`src/rtl/ysyx_25040129_mdu_pkg.sv`:
```
// Shared definitions for the RV32M multiply/divide unit: widths, funct3 encodings,
// controller states and a small magnitude helper.
package ysyx_25040129_mdu_pkg;

    localparam int unsigned ysyx_25040129_XLEN     = 32;
    localparam int unsigned ysyx_25040129_REGS_DIG = 5;
    localparam int unsigned ysyx_25040129_CNT_W    = 5;

    localparam logic [2:0] ysyx_25040129_MD_MUL    = 3'd0;
    localparam logic [2:0] ysyx_25040129_MD_MULH   = 3'd1;
    localparam logic [2:0] ysyx_25040129_MD_MULHSU = 3'd2;
    localparam logic [2:0] ysyx_25040129_MD_MULHU  = 3'd3;
    localparam logic [2:0] ysyx_25040129_MD_DIV    = 3'd4;
    localparam logic [2:0] ysyx_25040129_MD_DIVU   = 3'd5;
    localparam logic [2:0] ysyx_25040129_MD_REM    = 3'd6;
    localparam logic [2:0] ysyx_25040129_MD_REMU   = 3'd7;

    typedef enum logic [1:0] {
        ysyx_25040129_ST_IDLE = 2'd0,
        ysyx_25040129_ST_BUSY = 2'd1,
        ysyx_25040129_ST_FIX  = 2'd2,
        ysyx_25040129_ST_DONE = 2'd3
    } mdu_state_e;

    // Magnitude of v when it is treated as signed, otherwise v unchanged.
    function automatic logic [ysyx_25040129_XLEN-1:0] f_abs(
        input logic [ysyx_25040129_XLEN-1:0] v,
        input logic                          is_signed
    );
        return (is_signed && v[ysyx_25040129_XLEN-1]) ? ysyx_25040129_XLEN'(-v) : v;
    endfunction

endpackage

```
`src/rtl/ysyx_25040129_mdu_step.sv`:
```
// One combinational iteration of the MDU: shift-add multiply step or
// restoring-divide step on a 64-bit {hi, lo} working register.
module ysyx_25040129_mdu_step
    import ysyx_25040129_mdu_pkg::*;
(
    input  logic                            i_div,
    input  logic [2*ysyx_25040129_XLEN-1:0] i_acc,
    input  logic [ysyx_25040129_XLEN-1:0]   i_opnd,
    output logic [2*ysyx_25040129_XLEN-1:0] o_acc
);

    localparam int unsigned XL = ysyx_25040129_XLEN;

    logic [XL:0]          w_sum;
    logic [XL:0]          w_trial;
    logic                 w_ge;
    logic [XL-1:0]        w_diff;
    logic [2*XL-1:0]      w_shl;

    // Multiply: add multiplicand to the upper half when the multiplier LSB is set.
    assign w_sum = {1'b0, i_acc[2*XL-1:XL]} + (i_acc[0] ? {1'b0, i_opnd} : (XL+1)'(0));

    // Divide: partial remainder after the left shift can need one extra bit.
    assign w_shl   = {i_acc[2*XL-2:0], 1'b0};
    assign w_trial = i_acc[2*XL-1:XL-1];
    assign w_ge    = w_trial >= {1'b0, i_opnd};
    assign w_diff  = w_trial[XL-1:0] - i_opnd;

    always_comb begin
        o_acc = {w_sum, i_acc[XL-1:1]};
        if (i_div) begin
            if (w_ge) begin
                o_acc = {w_diff, w_shl[XL-1:1], 1'b1};
            end else begin
                o_acc = w_shl;
            end
        end
    end

endmodule

```
`src/rtl/ysyx_25040129_mdu.sv`:
```
// Iterative RV32M multiply/divide unit: controller FSM, step counter, sign handling
// and result register around the single-step datapath.
module ysyx_25040129_mdu
    import ysyx_25040129_mdu_pkg::*;
(
    input  logic                              clk,
    input  logic                              rst_n,
    input  logic                              req_valid_in,
    output logic                              req_ready_out,
    input  logic [2:0]                        md_op,
    input  logic [ysyx_25040129_XLEN-1:0]     src1,
    input  logic [ysyx_25040129_XLEN-1:0]     src2,
    input  logic [ysyx_25040129_REGS_DIG-1:0] rd_in,
    output logic                              resp_valid_out,
    input  logic                              resp_ready_in,
    output logic [ysyx_25040129_XLEN-1:0]     result_out,
    output logic [ysyx_25040129_REGS_DIG-1:0] rd_out,
    output logic                              busy_out,
    input  logic                              flush_in
);

    localparam int unsigned XL    = ysyx_25040129_XLEN;
    localparam int unsigned CNT_W = ysyx_25040129_CNT_W;

    mdu_state_e          r_state;
    mdu_state_e          w_state_nxt;
    logic [CNT_W-1:0]    r_cnt;
    logic [2:0]          r_op;
    logic                r_neg_a;
    logic                r_neg_b;
    logic                r_fast;
    logic [2*XL-1:0]     r_acc;
    logic [XL-1:0]       r_opnd;

    logic                w_accept;
    logic                w_step;
    logic                w_fix;
    logic                w_is_div;
    logic                w_a_signed;
    logic                w_b_signed;
    logic                w_div0;
    logic                w_ovf;
    logic                w_fast;
    logic [XL-1:0]       w_abs_a;
    logic [XL-1:0]       w_abs_b;
    logic [2*XL-1:0]     w_acc_nxt;
    logic [2*XL-1:0]     w_prod;
    logic [XL-1:0]       w_quot;
    logic [XL-1:0]       w_rem;
    logic [XL-1:0]       w_result;

    // Operand decode for the request currently presented.
    assign w_is_div   = md_op[2];
    assign w_a_signed = (md_op == ysyx_25040129_MD_MULH) || (md_op == ysyx_25040129_MD_MULHSU) ||
                        (md_op == ysyx_25040129_MD_DIV)  || (md_op == ysyx_25040129_MD_REM);
    assign w_b_signed = (md_op == ysyx_25040129_MD_MULH) || (md_op == ysyx_25040129_MD_DIV) ||
                        (md_op == ysyx_25040129_MD_REM);
    assign w_abs_a    = f_abs(src1, w_a_signed);
    assign w_abs_b    = f_abs(src2, w_b_signed);
    assign w_div0     = w_is_div && (src2 == '0);
    assign w_ovf      = ((md_op == ysyx_25040129_MD_DIV) || (md_op == ysyx_25040129_MD_REM)) &&
                        (src1 == {1'b1, {(XL-1){1'b0}}}) && (src2 == {XL{1'b1}});
    assign w_fast     = w_div0 || w_ovf;

    ysyx_25040129_mdu_step u_step (
        .i_div  (r_op[2]),
        .i_acc  (r_acc),
        .i_opnd (r_opnd),
        .o_acc  (w_acc_nxt)
    );

    always_ff @(posedge clk or negedge rst_n) begin
        if (!rst_n) begin
            r_state <= ysyx_25040129_ST_IDLE;
        end else begin
            r_state <= w_state_nxt;
        end
    end

    // Flush overrides every transition, including a pending response.
    always_comb begin
        w_state_nxt = r_state;
        if (flush_in) begin
            w_state_nxt = ysyx_25040129_ST_IDLE;
        end else begin
            unique case (r_state)
                ysyx_25040129_ST_IDLE: begin
                    if (req_valid_in) begin
                        w_state_nxt = w_fast ? ysyx_25040129_ST_FIX : ysyx_25040129_ST_BUSY;
                    end
                end
                ysyx_25040129_ST_BUSY: begin
                    if (r_cnt == '0) begin
                        w_state_nxt = ysyx_25040129_ST_FIX;
                    end
                end
                ysyx_25040129_ST_FIX: begin
                    w_state_nxt = ysyx_25040129_ST_DONE;
                end
                ysyx_25040129_ST_DONE: begin
                    if (resp_ready_in) begin
                        w_state_nxt = ysyx_25040129_ST_IDLE;
                    end
                end
                default: begin
                    w_state_nxt = ysyx_25040129_ST_IDLE;
                end
            endcase
        end
    end

    always_comb begin
        req_ready_out  = 1'b0;
        busy_out       = 1'b0;
        resp_valid_out = 1'b0;
        w_accept       = 1'b0;
        w_step         = 1'b0;
        w_fix          = 1'b0;
        req_ready_out  = (r_state == ysyx_25040129_ST_IDLE) && !flush_in;
        busy_out       = (r_state != ysyx_25040129_ST_IDLE);
        resp_valid_out = (r_state == ysyx_25040129_ST_DONE);
        w_accept       = req_valid_in && req_ready_out;
        w_step         = (r_state == ysyx_25040129_ST_BUSY) && !flush_in;
        w_fix          = (r_state == ysyx_25040129_ST_FIX) && !flush_in;
    end

    // Sign fix-up; preselected fast-path results skip negation.
    assign w_prod = (r_neg_a ^ r_neg_b) ? (2*XL)'(-r_acc) : r_acc;
    assign w_quot = r_fast ? r_acc[XL-1:0] :
                    ((r_neg_a ^ r_neg_b) ? XL'(-r_acc[XL-1:0]) : r_acc[XL-1:0]);
    assign w_rem  = r_fast ? r_acc[2*XL-1:XL] :
                    (r_neg_a ? XL'(-r_acc[2*XL-1:XL]) : r_acc[2*XL-1:XL]);

    always_comb begin
        w_result = w_prod[2*XL-1:XL];
        unique case (r_op)
            ysyx_25040129_MD_MUL:                         w_result = w_prod[XL-1:0];
            ysyx_25040129_MD_DIV, ysyx_25040129_MD_DIVU:  w_result = w_quot;
            ysyx_25040129_MD_REM, ysyx_25040129_MD_REMU:  w_result = w_rem;
            default:                                      w_result = w_prod[2*XL-1:XL];
        endcase
    end

    always_ff @(posedge clk or negedge rst_n) begin
        if (!rst_n) begin
            r_cnt      <= '0;
            r_op       <= '0;
            r_neg_a    <= 1'b0;
            r_neg_b    <= 1'b0;
            r_fast     <= 1'b0;
            r_acc      <= '0;
            r_opnd     <= '0;
            result_out <= '0;
            rd_out     <= '0;
        end else begin
            if (w_accept) begin
                r_op    <= md_op;
                rd_out  <= rd_in;
                r_neg_a <= w_a_signed && src1[XL-1];
                r_neg_b <= w_b_signed && src2[XL-1];
                r_fast  <= w_fast;
                r_opnd  <= w_abs_b;
                r_cnt   <= w_fast ? CNT_W'(0) : CNT_W'(XL-1);
                if (w_div0) begin
                    r_acc <= {src1, {XL{1'b1}}};
                end else if (w_ovf) begin
                    r_acc <= {{XL{1'b0}}, 1'b1, {(XL-1){1'b0}}};
                end else begin
                    r_acc <= {{XL{1'b0}}, w_abs_a};
                end
            end else if (w_step) begin
                r_acc <= w_acc_nxt;
                if (r_cnt != '0) begin
                    r_cnt <= r_cnt - CNT_W'(1);
                end
            end
            if (w_fix) begin
                result_out <= w_result;
            end
        end
    end

endmodule

```
`config.mk`:
```
export PLATFORM = sky130hd
export DESIGN_NAME = ysyx_25040129_mdu
export DESIGN_NICKNAME = d
export VERILOG_FILES = /design/src/rtl/ysyx_25040129_mdu_pkg.sv /design/src/rtl/ysyx_25040129_mdu_step.sv /design/src/rtl/ysyx_25040129_mdu.sv
export SDC_FILE = /design/constraint.sdc
export NUM_CORES = 1
export LEC_CHECK = 0
export ABC_CLOCK_PERIOD_IN_PS = 10300
export BUFFER_PORTS_ARGS = -buffer_cell sky130_fd_sc_hd__buf_4
export CAP_MARGIN = 0
export CELL_PAD_IN_SITES_DETAIL_PLACEMENT = 1
export CELL_PAD_IN_SITES_GLOBAL_PLACEMENT = 2
export CORE_ASPECT_RATIO = 1.5
export CORE_MARGIN = 1
export CORE_UTILIZATION = 35
export CTS_CLUSTER_SIZE = 28
export DETAILED_ROUTE_END_ITERATION = 8
export PLACE_DENSITY_LB_ADDON = 0.1
export SYNTH_ARGS = -nofsm -noshare
export SYNTH_HDL_FRONTEND = slang
export SYNTH_HIERARCHICAL = 1
export SYNTH_SLANG_ARGS = --single-unit
```
`constraint.sdc`:
```
create_clock -name clk -period 10.3 [get_ports clk]
set_clock_uncertainty 0.05 [all_clocks]
set_input_delay 1.545 -clock clk [delete_from_list [all_inputs] [get_ports clk]]
set_output_delay 1.545 -clock clk [all_outputs]
set_load 0.05 [all_outputs]
```
== Word-level counts from Yosys, hierarchy flattened ==
Index checks and enable logic that the tools add are counted.

* Bits in registers: 146
* Bits of input ports: 77
* Output and inout port bits: 40
* Word-level logic and storage cells: 90

* $add $sub $neg: 8
* Order comparisons: 1
* Equal/unequal tests: 16
* Multiplexer cells: 25
* Bitwise operators: 1
* Reduce and logical (&&, ||, !) cells: 29

{| class="wikitable"
|+ Operator list
! cell !! number
|-
| $mux W64 || 6
|-
| $mux W32 || 8
|-
| $neg A32 Y32 || 4
|-
| $pmux W32 S3 || 1
|-
| $eq A32 B32 Y1 const B || 2
|-
| $neg A64 Y64 || 1
|-
| $add A32 B33 Y33 || 1
|-
| $ge A33 B32 Y1 || 1
|-
| $logic_not A32 Y1 || 1
|-
| $sub A32 B32 Y32 || 1
|-
| $mux W5 || 4
|-
| $eq A3 B3 Y1 const B || 6
|-
| $mux W2 || 5
|-
| $logic_and A1 B1 Y1 || 9
|-
| $pmux W2 S4 || 1
|-
| $logic_or A1 B1 Y1 || 7
|-
| $ne A3 B3 Y1 const B || 2
|-
| $reduce_bool A2 Y1 || 3
|-
| $logic_not A5 Y1 || 1
|-
| $reduce_bool A5 Y1 || 1
|-
| $sub A5 B1 Y5 const B || 1
|-
| $eq A2 B2 Y1 const B || 2
|-
| $reduce_or A2 Y1 || 2
|-
| $eq A3 B1 Y1 const B || 1
|-
| other kinds (9) || 9
|}

== Longest topological paths before layout ==
Gate-level depths: netlist of the first run.

* Word-level depth: 9
* Gate-level depth with buffers: 15
* Gate-level depth less buffers: 15

== Cells and area by module ==
Netlist of the first run, hierarchy kept.

{| class="wikitable"
|+ By module, submodules not included
! module !! times used !! cells each !! area an instance (µm²) !! sequential area each (µm²)
|-
| ysyx_25040129_mdu || 1 || 1,351 || 10,639.0 || 3,653.5
|-
| ysyx_25040129_mdu_step || 1 || 671 || 4,698.3 || 0.0
|}

== Least setup slack after synthesis of the first run ==
Ideal clock, no wire load.

* Path kind: input-to-reg
* Start point: input src1[0]
* End point: register r_acc[3]
* Setup time: 141 ps
* Arrival: 3,939 ps
* Data required time: 10,109 ps
* Path slack: 6,170 ps
* Cell stages on the path: 12
* Buffers on the path: 3
* Cell sequence: inv_1 -> ha_1 -> or3b_1 -> clkbuf_1 -> or2_2 -> or4_1 -> nor4_4 -> nor2_1 -> clkbuf_1 -> clkbuf_1 -> a21oi_1 -> a31oi_1

* Cells in the longest elaborated chain, start to end: 6
* Elaborated cells on any way between the ends: 8
* Classes of those cells: add/sub: 1; eq/ne: 1; mux: 4; reduce/logical: 2

{| class="wikitable"
|+ Ends and longest elaborated chain
! element !! line !! text
|-
| start: declaration || ysyx_25040129_mdu.sv:11 || <nowiki>input logic [ysyx_25040129_XLEN-1:0] src1,</nowiki>
|-
| parallel branches: the longest is 3 deep, another holds $neg A32 Y32 || - ||
|-
| $mux W32 * || ysyx_25040129_mdu.sv:166 || <nowiki>end else if (w_ovf) begin</nowiki>
|-
| $mux W64 * || ysyx_25040129_mdu.sv:164 || <nowiki>if (w_div0) begin</nowiki>
|-
| $mux W64 * || ysyx_25040129_mdu.sv:156 || <nowiki>if (w_accept) begin</nowiki>
|-
| end signal: assignment || ysyx_25040129_mdu.sv:165 || <nowiki>r_acc <= {src1, {XL{1'b1}}};</nowiki>
|-
| end signal: assignment || ysyx_25040129_mdu.sv:167 || <nowiki>r_acc <= {{XL{1'b0}}, 1'b1, {(XL-1){1'b0}}};</nowiki>
|-
| end signal: assignment || ysyx_25040129_mdu.sv:169 || <nowiki>r_acc <= {{XL{1'b0}}, w_abs_a};</nowiki>
|-
| end: declaration || ysyx_25040129_mdu.sv:32 || <nowiki>logic [2*XL-1:0] r_acc;</nowiki>
|}

Mark *: on every way between the ends.
A chain may end at the register's enable or synchronous reset.

== Worst setup path in the final report of the first run ==
* Start point: register r_acc[0]
* End point: register r_acc[59]

* Cells in the longest elaborated chain, start to end: 5

{| class="wikitable"
|+ Ends and longest elaborated chain
! element !! line !! text
|-
| $mux W32 || ysyx_25040129_mdu_step.sv:21 || <nowiki>assign w_sum = {1'b0, i_acc[2*XL-1:XL]} + (i_acc[0] ? {1'b0, i_opnd} : (XL+1)'(0));</nowiki>
|-
| $add A32 B33 Y33 || ysyx_25040129_mdu_step.sv:21 ||
|-
| $mux W64 || ysyx_25040129_mdu_step.sv:31 || <nowiki>if (i_div) begin</nowiki>
|-
| via w_acc_nxt[59] || ysyx_25040129_mdu.sv:46 || <nowiki>logic [2*XL-1:0] w_acc_nxt;</nowiki>
|-
| $mux W64 || ysyx_25040129_mdu.sv:171 || <nowiki>end else if (w_step) begin</nowiki>
|-
| $mux W64 || ysyx_25040129_mdu.sv:156 ||
|}

The timed path passes the listed nets, and every way through them passes these cells. The select of a mux whose other input is x is not followed.

==> flow_summary.json, run 1 <==
{
  "status": "complete, no violations",
  "first_iter_violations": 1082,
  "cts-root-to-sink-buffers": 2,
  "route.antenna.remaining_nets": 0,
  "grt_util_all_layers_pct": 31.4,
  "cts.repair.resized": 0,
  "pwr-share-comb_pct": 69.5,
  "synth.avg_cell_area_sq_um": 7.59,
  "netlist.top_cell.by_area": "dfrtp_1",
  "post-place-cells": 2617,
  "layoutNonFillerInstCount": 2649,
  "async_set_or_reset_register_ratio_after_synthesis_pct": 100,
  "relative_contribution_of_the_clock_network_to_total_power_pct": 10.1,
  "grt_setup_unrepaired": "false",
  "crit_path_time_final_ns": 4.59,
  "post-synth-top-count-cell": "nand2_1",
  "max_clock_freq_ghz": 0.218,
  "final_cycle_utilization_of_the_critical_path_pct": 44.5,
  "power.ir.vdd_worst_uv": 178,
  "synthFlopType": "dfrtp_1",
  "finalWeightedCongestion": 0.980,
  "viasPerCell": 6.16,
  "setup_viol": 0,
  "die_y_um": 258,
  "grt_antenna_before_repair": 1,
  "final_layout_size_suffix_gt1_share_pct": 12.7,
  "maxCapViolations": 0,
  "floorplan.rows": 93,
  "slowest_delay_ns": 0.51,
  "critical_path.slowest_cell": "dfrtp_1",
  "hpwl_after_detailed_placement_um": 54700,
  "portBuffers": 116,
  "yosysTopAreaCellShare_pct": 23.8,
  "final_design_area_no_fill_sq_um": 17300,
  "routed_wire_length_per_instance_um": 26.5,
  "synth-seq-area-share_pct": 23.8,
  "grt_pass1_wl_um": 106000,
  "core_area_sq_um": 43100,
  "cts.htree.levels": 4,
  "leading_cell_types_by_count_after_synthesis": "nand2_1, nor2_1, o21ai_0",
  "worst-endpoint-required_ns": 10.56,
  "cts_made_buffers": 17,
  "sequentialPowerShare_pct": 20.4,
  "dr.max_layer_used": "met5",
  "setup.worst_path.end_class": "register",
  "ioPinCount": 117,
  "critPathKind": "reg2reg",
  "worstHoldPathType": "reg2reg",
  "finalSetupTns_ns": 0,
  "final-max-slew-violation-count": 0,
  "start_util_pct": 35.6,
  "synth_cell_types": 89,
  "cts_hold_repair.buffers": 0,
  "cell_internal_pwr_mw": 2.92,
  "firstDrtPassIters": 6,
  "reg2reg_slack_ns": 5.71,
  "synth_edf_count": 0,
  "insertion_delay_ns": 0.46,
  "cts_root_buffer": "clkbuf_16",
  "power_switching_mw": 3.79,
  "drcViolationCount": 0,
  "synth_warnings": 6,
  "arrival_ns": 4.85,
  "vias_in_the_first_global_route": 17100,
  "cts_setup_buffers": 0,
  "worstPathMaxFanout": 32,
  "dr_wl_met2_um": 36300,
  "cts_tree": "built",
  "power_density_nw_per_um2": 387,
  "ys_top_cells_by_area": "dfrtp_1, ha_1, o21ai_0",
  "finalHoldViolCount": 0,
  "design.die.area_sq_um": 44700,
  "slew_headroom_pct": 24.2,
  "synthesis.nets": 2177,
  "detail_route.wirelength_um": 70100,
  "worst_slew_pin_slew_ns": 1.13,
  "whs_path_depth": 2,
  "worst_hold_slack_ns": 0.434,
  "swShare_pct": 56.5,
  "antennaDiodeCount": 0,
  "syn2layout_area_growth_pct": 13.1,
  "reg2reg_depth": 15,
  "final_net_count": 2221,
  "met3WireLength_um": 2420,
  "cts_sinks": 146,
  "critical_path.cell_chain": "buf_4 -> and2_1 -> ha_1 -> fa_1 -> a21o_1 -> a211oi_2 -> and4bb_1 -> o211ai_2 -> a211oi_2 -> o211ai_2 -> or4b_1 -> and4_1 -> a221o_1 -> mux2i_1 -> o21ai_0",
  "cellLeakagePower_nw": 7.26,
  "m1WireLength_um": 26200,
  "synthesis.area_sq_um": 15300,
  "syn_inst": 2022,
  "die_width_um": 173,
  "grt_overflow": 0,
  "ys_ff_latch": 146,
  "grt_max_degree": 102,
  "vias": 16300,
  "timing.critical_path.from_type": "register",
  "cts.clk_slew.worst_paths_ns": 0.07,
  "dpl-instance-area_sq_um": 16700
}
stage by stage:
stage / power, mW / setup slack (ns) / utilization, %
global route: 7.15 / 5.51 / 40.3
global placement: 5.90 / 5.74 / 38.9
floorplan: 4.40 / 6.17 / -
detailed placement: 5.97 / 5.67 / 38.9
finish: 6.71 / 5.71 / 40.3
CTS: 6.67 / 5.73 / 40.3
cells by family (layout without fill, tap and decap cells):
kind of cell	count (synthesis)	after routing	share of synthesized area, %
simple gates	751	751	24.4
compound gates	605	605	25.4
buf+inv	197	254	4.98
xor+xnor	156	156	8.91
flops	146	146	23.8
mux	89	89	6.07
fa+ha+maj	78	78	6.46
state kept, by name (all words and copies together) (netlist names):
register	count
r_acc	64
r_cnt	5
r_fast	1
r_neg_a	1
r_neg_b	1
r_op	3
r_opnd	32
r_state	2
rd_out	5
result_out	32
final cells by class:
cell class	instances	area (sq um)
Fill cell	5340	25700
Multi-Input combinational cell	1679	11000
Sequential cell	146	3650
Timing Repair Buffer	150	1130
Tap cell	570	713
Clock buffer	17	425
Inverter	72	270
Clock inverter	15	180
metal layers:
| layer | vias to the layer above | global-route usage, % |
|---|---|---|
| met5 | - | 0 |
| met4 | 2 | 22.1 |
| met3 | 209 | 3.10 |
| met2 | 531 | 58.4 |
| met1 | 8085 | 33.2 |
| li1 | 7487 | - |
cells in the final DEF (no fill, tap or decap), types with 10 or more instances in the layout:
master	count
xnor2_1	84
nor4_1	26
and3_1	16
o41ai_1	11
nor2_1	178
mux2i_1	57
a221oi_1	10
a21oi_1	150
nand2_1	193
nor2b_1	10
or2_2	11
dfrtp_1	145
nand4_1	26
nand3_1	79
mux2_2	32
buf_4	149
o211ai_1	16
o21a_1	15
and2_1	41
o21ai_0	161
inv_1	72
a21o_1	38
o31ai_1	22
xor2_1	70
clkbuf_16	17
ha_1	76
or4_1	21
or3_1	27
a211oi_1	16
a31oi_1	47
nor3_1	65
nand2b_1	18
a22oi_1	13
power groups by stage:
stage	registers [mW]	logic [mW]	clock network (mW)
floorplan	1.33	3.07	0
global placement	1.36	4.54	0
detailed placement	1.37	4.61	0
CTS	1.36	4.62	0.690
global route	1.40	5.04	0.709
finish	1.37	4.66	0.676
critical path, delay by kind of cell, from the launching register on:
| family | cells | cell delay [ns] |
|---|---|---|
| AO/OA/AOI/OAI | 7 | 1.54 |
| adder cells (fa/ha/maj) | 2 | 0.74 |
| buffers and inverters | 1 | 0.30 |
| flip-flops | 1 | 0.51 |
| multiplexers | 1 | 0.12 |
| AND/OR/NAND/NOR | 4 | 1.14 |
path summary, 6_finish.rpt:
kind | startpoint | to
max | r_acc[0] | r_acc[59]
min | rd_out[3] | rd_out[3]
max reg2reg | r_acc[0] | r_acc[59]
min reg2reg | rd_out[3] | rd_out[3]
max in group asynchronous | rst_n | r_acc[61]
min in group asynchronous | rst_n | result_out[12]
Note: power is estimated with default switching activity, not from simulation.
==> run 2, diff against run 1 <==
Settings changed: ABC_CLOCK_PERIOD_IN_PS 10300 to 4150, CORE_UTILIZATION 35 to 33.
Clock period 10.3 ns to 4.15 ns, I/O delays scaled along.
==> run 2 against run 1 <==
  * Count of clock-buffer cells in the layout unchanged
  * Largest cell class unchanged
  * Combinational power rose to 2.8 times the previous value
  * Largest power group unchanged
  * Final cell count grew 4.3%
  * Non-clock buffer count increased by 97
==> flow_summary.json, run 2 (synthesized netlist as in run 1, its figures left out) <==
{
  "grt_pass1_wl_um": 111000,
  "syn2layout_area_growth_pct": 18.6,
  "timing.critical_path.from_type": "register",
  "path_depth": 16,
  "status": "complete, no violations",
  "die_width_um": 178,
  "final-max-slew-violation-count": 0,
  "insertion_delay_ns": 0.46,
  "start_util_pct": 33.5,
  "cts_setup_buffers": 0,
  "worstHoldPathType": "in2async",
  "final_cycle_utilization_of_the_critical_path_pct": 98.8,
  "worst-endpoint-required_ns": 4.37,
  "max_clock_freq_ghz": 0.244,
  "design.die.area_sq_um": 47400,
  "route.antenna.remaining_nets": 0,
  "post-place-ws_ns": -0.0377,
  "viasPerCell": 6.08,
  "layout.cells.most_common": "buf_4",
  "die_y_um": 266,
  "firstDrtPassIters": 7,
  "ioPinCount": 117,
  "cts_root_buffer": "clkbuf_16",
  "slew_headroom_pct": 29.8,
  "cts_sinks": 146,
  "cts.htree.levels": 4,
  "grt_antenna_before_repair": 0,
  "slowest_delay_ns": 0.43,
  "routed_wire_length_per_instance_um": 26.8,
  "drcViolationCount": 0,
  "cts-root-to-sink-buffers": 2,
  "final_design_area_no_fill_sq_um": 18200,
  "portBuffers": 116,
  "hpwl_after_detailed_placement_um": 58700,
  "vias": 16800,
  "fillCellCount": 5657,
  "p_total_mw": 17.7,
  "crit_path_time_final_ns": 4.10,
  "floorplan.rows": 96,
  "critPathKind": "reg2reg",
  "setup_viol": 0,
  "first_iter_violations": 1006,
  "layout_common_cells": "buf_4, nand2_1, nor2_1, o21ai_0, a21oi_1",
  "power_density_nw_per_um2": 974,
  "largest_reg_flops": 64,
  "arrival_ns": 4.32,
  "cellLeakagePower_nw": 7.77,
  "core_area_sq_um": 45800,
  "cts_tree": "built",
  "critical_path.slowest_cell": "o31ai_2",
  "final_core_utilization_pct": 39.8,
  "critical_path.cell_chain": "inv_1 -> ha_1 -> nor2b_1 -> o31a_1 -> o31ai_2 -> o21a_1 -> o21ai_1 -> nand3_1 -> buf_4 -> buf_4 -> nand2_1 -> buf_4 -> nor2_1 -> nor2_1 -> a22oi_2 -> a22oi_1",
  "layoutNonFillerInstCount": 2764,
  "top_regs": "r_acc: 64 flops, r_opnd: 32 flops, result_out: 32 flops",
  "grt_setup_unrepaired": "true",
  "register_with_the_highest_flop_count": "r_acc",
  "timing.final.ws_setup_ns": 0.0481,
  "post-place-cells": 2732,
  "grt_max_degree": 91,
  "finalWeightedCongestion": 1.04,
  "reg2reg_depth": 16,
  "final_layout_size_suffix_gt1_share_pct": 16.9,
  "maxCapViolations": 0,
  "finalSetupTns_ns": 0,
  "worstPathMaxFanout": 4,
  "critical_path.most_common_cell": "buf_4",
  "detail_route.wirelength_um": 74200,
  "finalHoldViolCount": 0,
  "dpl-instance-area_sq_um": 17500,
  "final_net_count": 2318,
  "critical_path_buf_inv_count": 4,
  "worst_hold_slack_ns": 0.104,
  "antennaDiodeCount": 0,
  "grt_overflow": 0,
  "cts_made_buffers": 17,
  "grt_util_all_layers_pct": 31.7,
  "cts_hold_repair.buffers": 0,
  "vias_in_the_first_global_route": 17600,
  "cts.clk_slew.worst_paths_ns": 0.07,
  "power.ir.vdd_worst_uv": 357,
  "cpLargestDelayFamily": "compound AO/OA/AOI/OAI gates",
  "setup.worst_path.end_class": "register",
  "worst_slew_pin_slew_ns": 1.05
}
run 2: changes by cell type in the layout (fill, tap and decap cells not counted), sizes merged:
cell and change:
buf +97, clkinvlp -1, clkinv +4, inv -3
run 2: per-layer routing:
metal	track usage, %	wire length, um	share of wire (%)	vias to the layer above
li1	-	-	-	7705
met1	34.7	27900	38	8337
met2	55.9	37500	51	546
met3	3.64	2890	3.9	205
met4	22.9	5900	7.9	0
met5	0	0	0	-
run 2: timing repair:
| item | CTS | global route |
|---|---|---|
| setup endpoints to repair | 1 | 8 |
| gates resized for setup | 1 | 5 |
| pin swaps | 0 | 0 |
run 2: final cells by class:
cell class / instances / area, sq um / share of cell area, %
Sequential cell: 146 / 3660 / 20.1
Tap cell: 588 / 736 / 4.04
Clock inverter: 15 / 191 / 1.05
Timing Repair Buffer: 247 / 1920 / 10.6
Multi-Input combinational cell: 1679 / 11000 / 60.4
Clock buffer: 17 / 425 / 2.34
Inverter: 72 / 270 / 1.49
run 2: worst paths after layout:
check / end / from / slack [ns]
max reg2reg: r_acc[0] / r_opnd[1] / 0.05
max in group asynchronous: r_acc[0] / rst_n / 3.00
min in group clk: rd_out[3] / rd_in[3] / 0.30
min: result_out[11] / rst_n / 0.10
max: r_acc[0] / r_opnd[1] / 0.05
min reg2reg: rd_out[3] / rd_out[3] / 0.43
run 2: power breakdown:
part           internal [mW]  switching [mW]
logic                   4.92            8.23
registers               2.09           0.780
clock network          0.916           0.792
run 2: worst reg2reg max path: cells and delay by family (launching register included):
kind	cells	cell delay, ns
AOI/OAI and AO/OA	6	1.76
adders and majority gates	1	0.29
buffers and inverters	4	0.58
DFF	1	0.40
and+or+nand+nor	5	0.84
